`config.mk`:
```
export PLATFORM = sky130hd
export DESIGN_NAME = spi_slave_ctrl
export DESIGN_NICKNAME = d
export VERILOG_FILES = /design/src/rtl/spi_slave_ctrl.sv
export SDC_FILE = /design/constraint.sdc
export NUM_CORES = 1
export LEC_CHECK = 0
export ABC_CLOCK_PERIOD_IN_PS = 1700
export CAP_MARGIN = 20
export CORE_ASPECT_RATIO = 0.9
export CORE_MARGIN = 1.5
export CORE_UTILIZATION = 40
export CTS_CLUSTER_DIAMETER = 30
export DETAILED_ROUTE_END_ITERATION = 7
export HOLD_SLACK_MARGIN = 0.1
export MAX_ROUTING_LAYER = met4
export PLACE_DENSITY = 0.69
export SYNTH_ARGS = -nofsm -noshare
export SYNTH_HDL_FRONTEND = slang
export SYNTH_SLANG_ARGS = --single-unit
```
`constraint.sdc`:
```
create_clock -name core_clk -period 1.7 [get_ports core_clk]
set_input_delay 0.17 -clock core_clk [delete_from_list [all_inputs] [get_ports core_clk]]
set_output_delay 0.17 -clock core_clk [all_outputs]
set_load 0.01 [all_outputs]
```
`src/rtl/spi_slave_ctrl.sv`:
```
// ----------------------------------------------------------------------------
// spi_slave_ctrl
//   SPI target controller. The SPI pins are oversampled on core_clk through
//   synchronizers and edge-detected, so nothing is clocked by SCLK. One
//   DATA_W-bit word is exchanged per chip-select assertion, MSB first, in all
//   four CPOL/CPHA modes.
//
// Ports
//   core_clk, srst        : processing clock, synchronous active-high reset
//   enable                : accept frames (sampled at a CS falling edge)
//   cpol_cpha             : [1]=CPOL, [0]=CPHA, latched at a CS falling edge
//   tx_data/valid/ready   : TX word handshake into a one-entry holding register
//   rx_data/valid/ready   : RX word handshake out
//   err_clr               : clears error_flags
//   spi_cs_n/sclk/mosi    : SPI pins, asynchronous to core_clk
//   spi_miso, spi_miso_oe : serial data out and its output enable
//   busy                  : controller not idle
//   error_flags           : sticky [0] RX overrun, [1] TX underrun,
//                           [2] frame abort, [3] always 0
// ----------------------------------------------------------------------------
module spi_slave_ctrl #(
  parameter int DATA_W      = 32,
  parameter int SYNC_STAGES = 2
) (
  input  logic              core_clk,
  input  logic              srst,
  input  logic              enable,
  input  logic [1:0]        cpol_cpha,
  input  logic [DATA_W-1:0] tx_data,
  input  logic              tx_valid,
  output logic              tx_ready,
  output logic [DATA_W-1:0] rx_data,
  output logic              rx_valid,
  input  logic              rx_ready,
  input  logic              err_clr,
  input  logic              spi_cs_n,
  input  logic              spi_sclk,
  input  logic              spi_mosi,
  output logic              spi_miso,
  output logic              spi_miso_oe,
  output logic              busy,
  output logic [3:0]        error_flags
);

  localparam int CNT_W = $clog2(DATA_W + 1);

  typedef enum logic [2:0] {
    ST_IDLE,
    ST_LOAD,
    ST_SHIFT,
    ST_DONE,
    ST_WAIT_CS
  } state_t;

  state_t                   r_state;
  state_t                   w_state_next;

  logic [SYNC_STAGES-1:0]   r_cs_sync;
  logic [SYNC_STAGES-1:0]   r_sclk_sync;
  logic [SYNC_STAGES-1:0]   r_mosi_sync;
  logic [SYNC_STAGES-1:0]   r_sync_vld;
  logic                     r_cs_prev;
  logic                     r_sclk_prev;
  logic                     r_armed;
  logic [1:0]               r_mode;
  logic [DATA_W-1:0]        r_hold;
  logic                     r_hold_full;
  logic [DATA_W-1:0]        r_tx_shift;
  logic [DATA_W-1:0]        r_rx_shift;
  logic [CNT_W-1:0]         r_bit_cnt;
  logic [DATA_W-1:0]        r_rx_data;
  logic                     r_rx_valid;
  logic [2:0]               r_err;

  logic w_cs, w_sclk, w_mosi, w_cs_fall;
  logic w_lead, w_trail, w_sample_edge, w_shift_edge;
  logic w_abort, w_overrun, w_underrun, w_oe;

  assign w_cs   = r_cs_sync[SYNC_STAGES-1];
  assign w_sclk = r_sclk_sync[SYNC_STAGES-1];
  assign w_mosi = r_mosi_sync[SYNC_STAGES-1];

  assign w_cs_fall = r_armed & r_cs_prev & ~w_cs;

  // Edges are judged against the CPOL level latched for this frame.
  assign w_lead  = (r_sclk_prev == r_mode[1]) && (w_sclk != r_mode[1]);
  assign w_trail = (r_sclk_prev != r_mode[1]) && (w_sclk == r_mode[1]);
  assign w_sample_edge = (r_state == ST_SHIFT) && (r_mode[0] ? w_trail : w_lead);
  assign w_shift_edge  = (r_state == ST_SHIFT) && (r_mode[0] ? w_lead : w_trail);

  assign w_abort    = ((r_state == ST_LOAD) || (r_state == ST_SHIFT)) && w_cs;
  assign w_overrun  = (r_state == ST_DONE) && r_rx_valid && !rx_ready;
  assign w_underrun = (r_state == ST_LOAD) && !r_hold_full;

  // Pin synchronizers, edge-detect history and arming.
  always_ff @(posedge core_clk) begin
    if (srst) begin
      r_cs_sync   <= '1;
      r_sclk_sync <= '0;
      r_mosi_sync <= '0;
      r_sync_vld  <= '0;
      r_cs_prev   <= 1'b1;
      r_sclk_prev <= 1'b0;
      r_armed     <= 1'b0;
    end else begin
      r_cs_sync   <= {r_cs_sync[SYNC_STAGES-2:0], spi_cs_n};
      r_sclk_sync <= {r_sclk_sync[SYNC_STAGES-2:0], spi_sclk};
      r_mosi_sync <= {r_mosi_sync[SYNC_STAGES-2:0], spi_mosi};
      r_sync_vld  <= {r_sync_vld[SYNC_STAGES-2:0], 1'b1};
      r_cs_prev   <= w_cs;
      r_sclk_prev <= w_sclk;
      // The synchronizer's reset value of cs=1 must not arm the block: a
      // reset taken while CS is held low would otherwise see a false fall.
      // Arm only once the synced value comes from a real pin sample.
      if (w_cs && r_sync_vld[SYNC_STAGES-1]) begin
        r_armed <= 1'b1;
      end
    end
  end

  always_ff @(posedge core_clk) begin
    if (srst) begin
      r_state <= ST_IDLE;
    end else begin
      r_state <= w_state_next;
    end
  end

  always_comb begin
    w_state_next = r_state;
    w_oe         = 1'b1;
    case (r_state)
      ST_IDLE: begin
        w_oe = 1'b0;
        if (w_cs_fall && enable) begin
          w_state_next = ST_LOAD;
        end
      end
      ST_LOAD: begin
        w_state_next = w_cs ? ST_IDLE : ST_SHIFT;
      end
      ST_SHIFT: begin
        if (w_cs) begin
          w_state_next = ST_IDLE;
        end else if (w_sample_edge && (r_bit_cnt == CNT_W'(DATA_W - 1))) begin
          w_state_next = ST_DONE;
        end
      end
      ST_DONE: begin
        w_state_next = ST_WAIT_CS;
      end
      ST_WAIT_CS: begin
        if (w_cs) begin
          w_state_next = ST_IDLE;
        end
      end
      default: begin
        w_state_next = ST_IDLE;
        w_oe         = 1'b0;
      end
    endcase
  end

  always_ff @(posedge core_clk) begin
    if (srst) begin
      r_mode      <= 2'b00;
      r_hold      <= '0;
      r_hold_full <= 1'b0;
      r_tx_shift  <= '0;
      r_rx_shift  <= '0;
      r_bit_cnt   <= '0;
      r_rx_data   <= '0;
      r_rx_valid  <= 1'b0;
      r_err       <= '0;
    end else begin
      if ((r_state == ST_IDLE) && w_cs_fall) begin
        r_mode <= cpol_cpha;
      end

      // LOAD empties a full holding register; a write is only possible when
      // it is empty, so the two never collide.
      if ((r_state == ST_LOAD) && r_hold_full) begin
        r_hold_full <= 1'b0;
      end else if (tx_valid && !r_hold_full) begin
        r_hold      <= tx_data;
        r_hold_full <= 1'b1;
      end

      if (r_state == ST_LOAD) begin
        r_tx_shift <= r_hold_full ? r_hold : '0;
        r_bit_cnt  <= '0;
      end

      if (w_sample_edge) begin
        r_rx_shift <= {r_rx_shift[DATA_W-2:0], w_mosi};
        r_bit_cnt  <= r_bit_cnt + CNT_W'(1);
      end

      // With CPHA=1 the first leading edge arrives before any sample; it
      // must not shift, or the MSB would never be presented.
      if (w_shift_edge && (r_bit_cnt != '0)) begin
        r_tx_shift <= {r_tx_shift[DATA_W-2:0], 1'b0};
      end

      if (r_state == ST_DONE) begin
        if (!w_overrun) begin
          r_rx_data  <= r_rx_shift;
          r_rx_valid <= 1'b1;
        end
      end else if (r_rx_valid && rx_ready) begin
        r_rx_valid <= 1'b0;
      end

      // New error events take priority over a simultaneous clear.
      r_err <= (err_clr ? 3'b000 : r_err) | {w_abort, w_underrun, w_overrun};
    end
  end

  assign tx_ready    = !r_hold_full;
  assign rx_data     = r_rx_data;
  assign rx_valid    = r_rx_valid;
  assign spi_miso_oe = w_oe;
  assign spi_miso    = w_oe & r_tx_shift[DATA_W-1];
  assign busy        = (r_state != ST_IDLE);
  assign error_flags = {1'b0, r_err};

endmodule

```
# [Word-level counts from Yosys, hierarchy flattened]
# Cells that the tools add are included.
[totals] in_bits=43 out_inout_bits=41 regBits=155
[op_classes] n_reduce_logical=32 n_eq_ne=13 addsub=1 mux=19 bitwise=7
[op_table] op="$mux W32" count=3
[op_table] op="$logic_and A1 B1 Y1" count=16
[op_table] op="$mux W3" count=5
[op_table] op="$pmux W3 S5" count=1
[op_table] op="$mux W6" count=2
[op_table] op="$mux W1" count=7
[op_table] op="$add A6 B1 Y6 const B" count=1
[op_table] op="$eq A3 B2 Y1 const B" count=2
[op_table] op="$eq A6 B5 Y1 const B" count=1
[op_table] op="$ne A2 B2 Y1 const B" count=3
[op_table] op="$reduce_and A2 Y1" count=3
[op_table] op="$reduce_bool A2 Y1" count=3
[op_table] op="$reduce_bool A6 Y1" count=1
[op_table] op="$reduce_or A2 Y1" count=2
[op_table] op="$reduce_or A4 Y1" count=1
[op_table] op="$and A1 B1 Y1" count=3
[op_table] op="$eq A3 B1 Y1 const B" count=1
[op_table] op="$eq A3 B3 Y1 const B" count=1
[op_table] op="$logic_not A3 Y1" count=1
[op_table] op="$ne A3 B2 Y1 const B" count=1
[op_table] op="$not A1 Y1" count=3
[op_table] op="$or A3 B3 Y3" count=1
[op_table] op="$reduce_and A3 Y1" count=1
[op_table] op="$reduce_bool A3 Y1" count=1
[op_table] op="other kinds (5)" count=8

# [Longest topological paths before layout]
# Gate-level depths: netlist of the first run.
[logic_depth] word_depth=8 mapped_depth=7 mapped_depth_nobuf=5

# [Worst setup path after synthesis of the first run]
# OpenSTA, ideal clock, no wires.
[synth_path] path_type="reg2reg" start="register r_state[2]" end="register r_bit_cnt[5]" period_less_slack_ns=1.792 arrival_time_ns=1.672 n_path_buf=3 t_required_ns=1.579 path_stages_with_launch=7 setup_time_ns=0.121 slack_ns=-0.092 path_cell_list="dfxtp_1 -> buf_6 -> or3b_1 -> buf_6 -> buf_8 -> nor4_1 -> mux2_2"
[synth_between] elab_chain_len=3 word_cells_on_any_way=5 classes_between="eq/ne: 2; mux: 1; reduce/logical: 2"
[synth_lines] element="start, declared" line="55" text="state_t r_state;"
[synth_lines] element="start signal, assigned" line="125" text="r_state <= w_state_next;"
[synth_lines] element="$eq A3 B2 Y1" line="88" text="assign w_sample_edge = (r_state == ST_SHIFT) && (r_mode[0] ? w_trail : w_lead);"
[synth_lines] element="$logic_and A1 B1 Y1" line="88"
[synth_lines] element="$mux W6 / $reduce_bool A2 Y1 (equally long branches)"
[synth_lines] element="end signal, assigned" line="196" text="r_bit_cnt <= r_bit_cnt + CNT_W'(1);"
[synth_lines] element="end, declared" line="70" text="logic [CNT_W-1:0] r_bit_cnt;"
# Parallel ways exist; a longest one is shown, timed or not.
# A chain may end at the register's enable or synchronous reset.

# [Worst setup path in the final report of the first run]
[layout_path] start="register r_state[1]" end="register r_bit_cnt[4]"
# Same word-level chain as after synthesis.

==> results of run 1 <==
==> worst min-delay path by stage <==
stage,startpoint,endpoint,slack [ps]
floorplan,spi_cs_n,r_cs_sync[0],270
global placement,r_cs_sync[0],r_cs_sync[1],400
detailed placement,r_cs_sync[0],r_cs_sync[1],400
CTS,srst,r_sync_vld[0],110
global route,srst,r_sync_vld[0],140
finish,srst,r_sync_vld[0],140
==> synth_stat cells (3+ instances only) <==
cell type	instances
a21oi_1	134
a31oi_1	3
a32oi_1	31
buf_2	5
clkbuf_1	62
dfxtp_1	155
inv_1	5
mux2i_1	6
nand2_1	135
nand2b_1	4
nand3_1	37
nor2_1	10
nor2b_1	10
nor3_1	4
nor4_1	3
o211ai_1	36
o21ai_0	33
or2_2	3
xnor2_1	3
==> layout make-up <==
| cell class | count | share of cell area (%) |
|---|---|---|
| Tap cell | 198 | 3.08 |
| Multi-Input combinational cell | 478 | 34.6 |
| Sequential cell | 155 | 38.6 |
| Clock inverter | 10 | 1.24 |
| Clock buffer | 21 | 5.60 |
| Inverter | 5 | 0.233 |
| Timing Repair Buffer | 119 | 16.6 |
==> registers in the layout, indices dropped and copies added (netlist names) <==
signal and cells:
rx_valid 1, r_mosi_sync 2, r_cs_prev 1, r_armed 1
r_cs_sync 2, r_err 3, r_hold_full 1, r_sync_vld 2
r_tx_shift 32, rx_data 32, r_state 3, r_sclk_sync 2
r_sclk_prev 1, r_bit_cnt 6, r_hold 32, r_mode 2
r_rx_shift 32
==> power groups by stage <==
stage / Sequential, mW / Combinational (mW) / Clock, mW
6_report: 3.72 / 0.414 / 3.57
5_1_grt: 3.73 / 0.448 / 3.78
4_1_cts: 3.72 / 0.375 / 3.62
3_5_place_dp: 3.80 / 0.358 / 0
3_3_place_gp: 3.80 / 0.351 / 0
2_1_floorplan: 3.79 / 0.181 / 0
==> per-layer routing <==
layer  vias up  GRT usage [%]
met4         0           7.01
met2       173           28.9
met5         -              -
li1       2646              -
met1      2609           25.3
met3        24           3.49
==> stage by stage <==
step | TNS, ps | instance area, um2
after floorplan | -38.4 | 6010
after global placement | 0 | 7140
after detailed placement | 0 | 7140
after CTS | -580 | 7780
after global routing | -1320 | 8050
final | -19.5 | 8050
==> cell usage in the layout (no fill, tap or decap), types with 3 or more instances in the layout <==
cell             instances
dfxtp_1                151
nand2_1                134
a21oi_1                121
clkdlybuf4s50_1         78
o211ai_1                36
a32oi_1                 31
nand3_1                 27
o21ai_0                 23
clkbuf_16               20
buf_4                   16
a21oi_2                 14
buf_12                  13
o21ai_1                 10
nor2_1                   9
clkinv_2                 8
nand3_2                  7
nor2b_1                  6
inv_1                    5
nand2b_1                 4
nor2b_2                  4
buf_8                    4
dfxtp_2                  4
a31oi_1                  3
or2_2                    3
nor3_1                   3
nand3_4                  3
clkbuf_1                 3
==> critical path: stages (launching register included) <==
cell	delay, ps
dfxtp_2	380
or3b_4	440
buf_4	200
or4_1	440
a31oi_1	190
==> repair_timing <==
item	4_1_cts	5_1_grt
gates resized for setup	13	52
pin swaps	1	11
endpoints found under the setup margin	30	75
gates cloned	1	6
buffers inserted	2	2
==> cell families (layout without fill, tap and decap cells) <==
kind of cell | Yosys count | count (layout)
xor gates and xnor gates | 4 | 4
buffers and inverters | 77 | 155
other | 1 | 1
adders and majority gates | 2 | 2
DFF | 155 | 155
muxes | 7 | 7
AOI/OAI and AO/OA | 243 | 243
and+or+nand+nor | 221 | 221
==> metrics, run 1 <==
Cell Area, Synth 6000 um2; failing checks negative setup slack; die height 119 um; final net count 821; initial core utilization 40.9%; Worst VDD drop 0.593 mV; combinational share of power 5.4%; Crit Path Class reg2reg; Post-Synth Simple-Gate Area 16.4%; vias in the first global route 4897; CORE AREA 14700 um2; Synth Area in XOR/XNOR 0.584%; first-pass GRT wire length 24000 um; input/output buffers 82; final core utilization 54.9%; gr usage total 19.0%; Slew @ Worst Pin 509 ps; max cap viols 0; post-layout min period 1720 ps; RD Place Congestion 0.814; fmax 0.582 GHz; initial antenna violation count 0; Leak Pwr 2.63 nW; uppermost layer routed met4; I/O Pins 84; # H-tree levels 4; clk sinks 155; clock skew 8.38 ps; TritonRoute pass-1 iters 5; # hold bufs at CTS 0; CP max FO 12; GR Overflow Total 0; post-synthesis mux area share 1.19%; RSZ-0062 raised after global routing yes; Yosys top cell area share 51.7%; syn avg cell area 8.45 um2; crit path capture r_bit_cnt[4]; Seq. cell area 3110 um2; Worst slew margin 65.8%; layout overhead on the synthesized area 34.1%; Power Total 7.71 mW; CTS tree done; Reg2Reg Depth 4; Post-Synthesis Net Count 755; DRC 0; routed wire length 15400 um; Psw 1.66 mW; hold path depth 2; Seq pwr share 48.3%; clk slew on worst S/H paths 60 ps; DR vias 5452; pin count of the biggest net entering global routing 86; PwrDens 959 nW/um2; Synth Flop Type dfxtp_1; CTS Root Cell clkbuf_16; die width 132 um; HP Class in2reg; # rows 42; leading area contributor after synthesis dfxtp_1; Worst EP arrival 2060 ps; routed length on met3 774 um; final period utilization 101%; post-synthesis adder-cell area fraction 0.417%; register area share after synthesis 51.7%; outcome complete, but fails checks; Fin. Hold Viols 0; CTS Buf Count 17; Inserted Diodes 0; number of synthesized flops with an enable pin 0; Wirelength per Cell 15.6 um; Fillers 1257; number of synthesized register bits 155; required time at the worst-slack endpoint 2040 ps; ys async rst share 0%; placed cells 945; WHS 138 ps; Crit. End Element flop; Sw Ratio 21.5%; pre-CTS setup slack 17.4 ps; final setup margin -19.5 ps; DR iter-0 viols 607; final setup fails 1; hpwl dp 8780 um; Synth cell types 41; synthesized instance count 710; DRT met1 WL 7190 um; Clk pwr share 46.3%; Routed Antenna Nets 0; worst r2r src r_state[1]; RR Endpoint r_bit_cnt[4]; Critical path origin r_state[1]; Worst R2R Setup Slack -20 ps; Via density 5.53; post-synthesis compound-gate area fraction 24.1%; routed wl met2 7120 um; CTS Buffer Depth 2; Synth area leaders dfxtp_1 (52%), a21oi_1 (11%), nand2_1 (8.4%); CP Launch Type flop; DIE AREA 15700 um2; layout cells sized above 1 14.8%; Yosys Warn Count 0; Multi-input gate area 2780 um2; Finished Layout Cells 986; Worst-Skew Late Latency 420 ps; Int Pwr 6.06 mW; max-slew violation count 0; largest family of logic cells by synthesized area compound AO/OA/AOI/OAI gates
Note: power is estimated with default switching activity, not from simulation.
==> run 2, diff against run 1 <==
--- a/config.mk
+++ b/config.mk
@@ -8,7 +8,6 @@
 export ABC_CLOCK_PERIOD_IN_PS = 1700
 export CAP_MARGIN = 20
 export CORE_ASPECT_RATIO = 0.9
-export CORE_MARGIN = 1.5
 export CORE_UTILIZATION = 40
 export CTS_CLUSTER_DIAMETER = 30
 export DETAILED_ROUTE_END_ITERATION = 7
==> metrics, run 2 (synthesis gave the netlist of run 1 again) <==
outcome complete, no violations; routed wire length 14400 um; Buf/Inv on CP 2; Fin. Hold Viols 0; CTS Buffer Depth 2; Seq pwr share 44.9%; commonest non-fill, non-tap cells in the layout dfxtp_1 (151), nand2_1 (135), a21oi_1 (134); # rows 42; Int Pwr 6.62 mW; clock skew 6.12 ps; TritonRoute pass-1 iters 5; Fillers 1328; CP Launch Type flop; Worst VDD drop 0.763 mV; CTS Root Cell clkbuf_16; CTS Buf Count 17; Via density 5.50; met1 usage 25.6%; post-layout min period 1650 ps; Sw Ratio 20.2%; layout overhead on the synthesized area 31.3%; RSZ-0062 raised after global routing yes; PwrDens 1050 nW/um2; HP Class in2reg; Worst-Skew Late Latency 420 ps; Slew @ Worst Pin 520 ps; WHS 295 ps; die height 118 um; clk sinks 155; Crit Path Class reg2reg; max-slew violation count 0; combinational share of power 4.4%; met2 Usage GRT 30.3%; Routed Antenna Nets 0; clk slew on worst S/H paths 60 ps; GRT Max-Usage Layer met2; crit path cell chain xor2_1 -> buf_4 -> mux2i_4 -> buf_6 -> o21ai_0 -> a21oi_1; Leak Pwr 2.59 nW; CTS tree done; DRC 0; die width 131 um; final net count 815; Inserted Diodes 0; critical path's top delay family multiplexers; Psw 1.68 mW; Wirelength per Cell 14.7 um; required time at the worst-slack endpoint 2040 ps; final setup margin 52.6 ps; max cap viols 0; DR vias 5398; RD Place Congestion 0.807; initial antenna violation count 0; met3 Usage GRT 4.26%; Slowest cell on crit path mux2i_4; pre-CTS setup slack -46.3 ps; initial core utilization 40.9%; most common cell after layout, fill and taps aside dfxtp_1; I/O Pins 84; fmax 0.607 GHz; slowest stage delay, CP 380 ps; vias in the first global route 5197; CP max FO 7; gr usage total 20.2%; CORE AREA 14700 um2; Worst slew margin 65.3%; layout cells sized above 1 11.4%; Setup Fix Bufs, Post-CTS 0; DIE AREA 15500 um2; # H-tree levels 4; pin count of the biggest net entering global routing 69; GR Overflow Total 0; Worst EP arrival 1990 ps; input/output buffers 82; final period utilization 96.9%; first-pass GRT wire length 24200 um; Clk pwr share 50.8%; DR iter-0 viols 535; Crit. End Element flop; final setup fails 0; hpwl dp 9010 um
## run 2: worst paths after layout
check                             startpoint       endpoint  slack, ps  cells past startpoint
worst min register to register  r_cs_sync[0]   r_cs_sync[1]        430                      1
worst max register to register     r_mode[0]  r_rx_shift[3]         50                      6
worst max-delay path               r_mode[0]  r_rx_shift[3]         50                      6
worst min-delay path             tx_data[19]     r_hold[19]        290                      3
## run 2: cell type report
class / count / area (um2) / share of cell area [%]
Inverter: 5 / 18.8 / 0.238
Clock inverter: 10 / 186 / 2.37
Multi-Input combinational cell: 478 / 2660 / 33.7
Tap cell: 198 / 248 / 3.15
Sequential cell: 155 / 3110 / 39.5
Clock buffer: 22 / 484 / 6.15
Timing Repair Buffer: 113 / 1170 / 14.9
## run 2: repair_timing
| action | in CTS | in global routing |
|---|---|---|
| cloned | 0 | 1 |
| pin swaps | 1 | 2 |
| setup endpoints to repair | 9 | 61 |
| resized for setup | 10 | 15 |
| hold endpoints to repair | 11 | 0 |
| hold buffers | 1 | 0 |
## run 2: per-layer routing
metal  vias up  share of wire [%]
li1       2632                  -
met1      2571                 47
met2       171                 46
met3        24                4.9
met4         0                2.2
met5         -                  0
## run 2: power by group through the flow
stage	combinational (mW)	clock (mW)	sequential, mW
CTS	0.358	4.28	3.72
global placement	0.347	0	3.80
detailed placement	0.353	0	3.80
finish	0.362	4.21	3.72
global route	0.397	4.44	3.73
floorplan	0.181	0	3.79
## run 2: tightest hold or removal path, cell delays in order
cell             delay [ps]
clkdlybuf4s50_1         390
nand2_1                  50
a21oi_1                  50
## run 2: through the flow
stage / total power, mW / instances / TNS (ps) / util, % / area, um2
2_1_floorplan: 3.97 / 710 / -38.4 / - / 6010
3_3_place_gp: 4.15 / 947 / 0 / 48.7 / 7130
3_5_place_dp: 4.16 / 947 / -103 / 48.7 / 7130
4_1_cts: 8.37 / 980 / -118 / 53.4 / 7830
5_1_grt: 8.56 / 981 / -43.5 / 53.7 / 7880
6_report: 8.30 / 981 / 0 / 53.7 / 7880
==> run 3, diff against run 2 <==
--- a/config.mk
+++ b/config.mk
@@ -8,12 +8,12 @@
 export ABC_CLOCK_PERIOD_IN_PS = 1700
 export CAP_MARGIN = 20
 export CORE_ASPECT_RATIO = 0.9
-export CORE_UTILIZATION = 40
+export CORE_UTILIZATION = 49
 export CTS_CLUSTER_DIAMETER = 30
 export DETAILED_ROUTE_END_ITERATION = 7
 export HOLD_SLACK_MARGIN = 0.1
 export MAX_ROUTING_LAYER = met4
-export PLACE_DENSITY = 0.69
+export PLACE_DENSITY = 0.81
 export SYNTH_ARGS = -nofsm -noshare
 export SYNTH_HDL_FRONTEND = slang
 export SYNTH_SLANG_ARGS = --single-unit
==> metrics, run 3 (synthesis gave the netlist of run 1 again) <==
outcome complete, no violations; CP Launch Type flop; DRC 0; Setup TNS Final 0 ps; DIE AREA 12700 um2; CTS Root Cell clkbuf_16; CORE AREA 11700 um2; Power Total 7.70 mW; commonest non-fill, non-tap cells in the layout dfxtp_1 (149), nand2_1 (135), a21oi_1 (134); clk slew on worst S/H paths 60 ps; Worst EP arrival 1950 ps; CTS tree done; fmax 0.601 GHz; layout overhead on the synthesized area 31.7%; layout cells sized above 1 12.2%; HP Class in2reg; TritonRoute pass-1 iters 7; Crit. End Element flop; post-layout min period 1660 ps; die height 107 um; initial core utilization 51.4%; Fin. Hold Viols 0; vias in the first global route 5283; max-slew violation count 0; cell area after layout 7900 um2; final setup margin 37.3 ps; # H-tree levels 4; final setup fails 0; pin count of the biggest net entering global routing 54; CP max FO 31; clock skew 9.81 ps; DR vias 5576; input/output buffers 82; Via density 5.93; Worst VDD drop 0.627 mV; clk sinks 155; GR Overflow Total 0; required time at the worst-slack endpoint 1980 ps; PwrDens 974 nW/um2; pre-CTS setup slack -29.8 ps; Routed Antenna Nets 0; CTS Buffer Depth 2; routed wire length 15600 um; Worst R2R Setup Slack 40 ps; I/O Pins 84; Crit Path Class reg2reg; final period utilization 97.8%; final net count 818; # rows 37; die width 119 um; Inserted Diodes 0; DR iter-0 viols 492; placed cell area 7110 um2; first-pass GRT wire length 24600 um; # hold bufs at CTS 0; Worst-Skew Late Latency 420 ps; RD Place Congestion 0.835; initial antenna violation count 0; most common cell after layout, fill and taps aside dfxtp_1; CTS Buf Count 17; hpwl dp 9170 um; max cap viols 0; gr usage total 24.7%; Wirelength per Cell 16.6 um; Leak Pwr 2.61 nW
==> run 3: final timing paths <==
| path | from | endpoint | depth (start not counted) |
|---|---|---|---|
| setup / recovery | r_state[0] | r_tx_shift[26] | 5 |
| hold / removal | srst | r_sync_vld[0] | 2 |
| setup reg to reg | r_state[0] | r_tx_shift[26] | 5 |
| hold reg to reg | r_cs_sync[0] | r_cs_sync[1] | 1 |
==> run 3: report_power, final <==
part | internal, mW | total, mW | switching [mW]
combinational | 0.190 | 0.394 | 0.205
clock | 2.12 | 3.58 | 1.46
sequential | 3.69 | 3.72 | 0.0372
total | 5.99 | 7.70 | 1.71
==> run 3: worst max-delay path, cell delays in order, from the launching register on <==
cell	delay, ps
dfxtp_2	370
or3b_4	470
a21o_1	210
buf_12	170
o211ai_1	210
a21oi_1	100
==> run 3: per-stage QoR <==
step	cells	util, %	hold slack [ps]
2_1_floorplan	710	-	274
3_3_place_gp	902	60.9	403
3_5_place_dp	902	60.9	402
4_1_cts	934	66.3	150
5_1_grt	941	67.7	169
6_report	941	67.7	161
==> run 3: what timing repair did <==
| action | 4_1_cts | 5_1_grt |
|---|---|---|
| gates resized for setup | 14 | 16 |
| setup endpoints to repair | 35 | 48 |
| pin swaps | 2 | 2 |
| setup buffers | 1 | 4 |
| gates cloned | 0 | 3 |
==> run 3: layer usage <==
layer	share of wire (%)	track usage (%)	up-vias
met5	0	-	-
met4	2.8	10.3	0
met3	6.7	4.73	49
met2	49	40.6	264
met1	42	29.9	2637
li1	-	-	2626
==> run 3: cell type report <==
class / count / area (um2)
Clock inverter: 10 / 93.8
Sequential cell: 155 / 3120
Tap cell: 156 / 195
Inverter: 5 / 18.8
Timing Repair Buffer: 116 / 1290
Multi-Input combinational cell: 478 / 2710
Clock buffer: 21 / 470
Fill cell: 907 / 3770
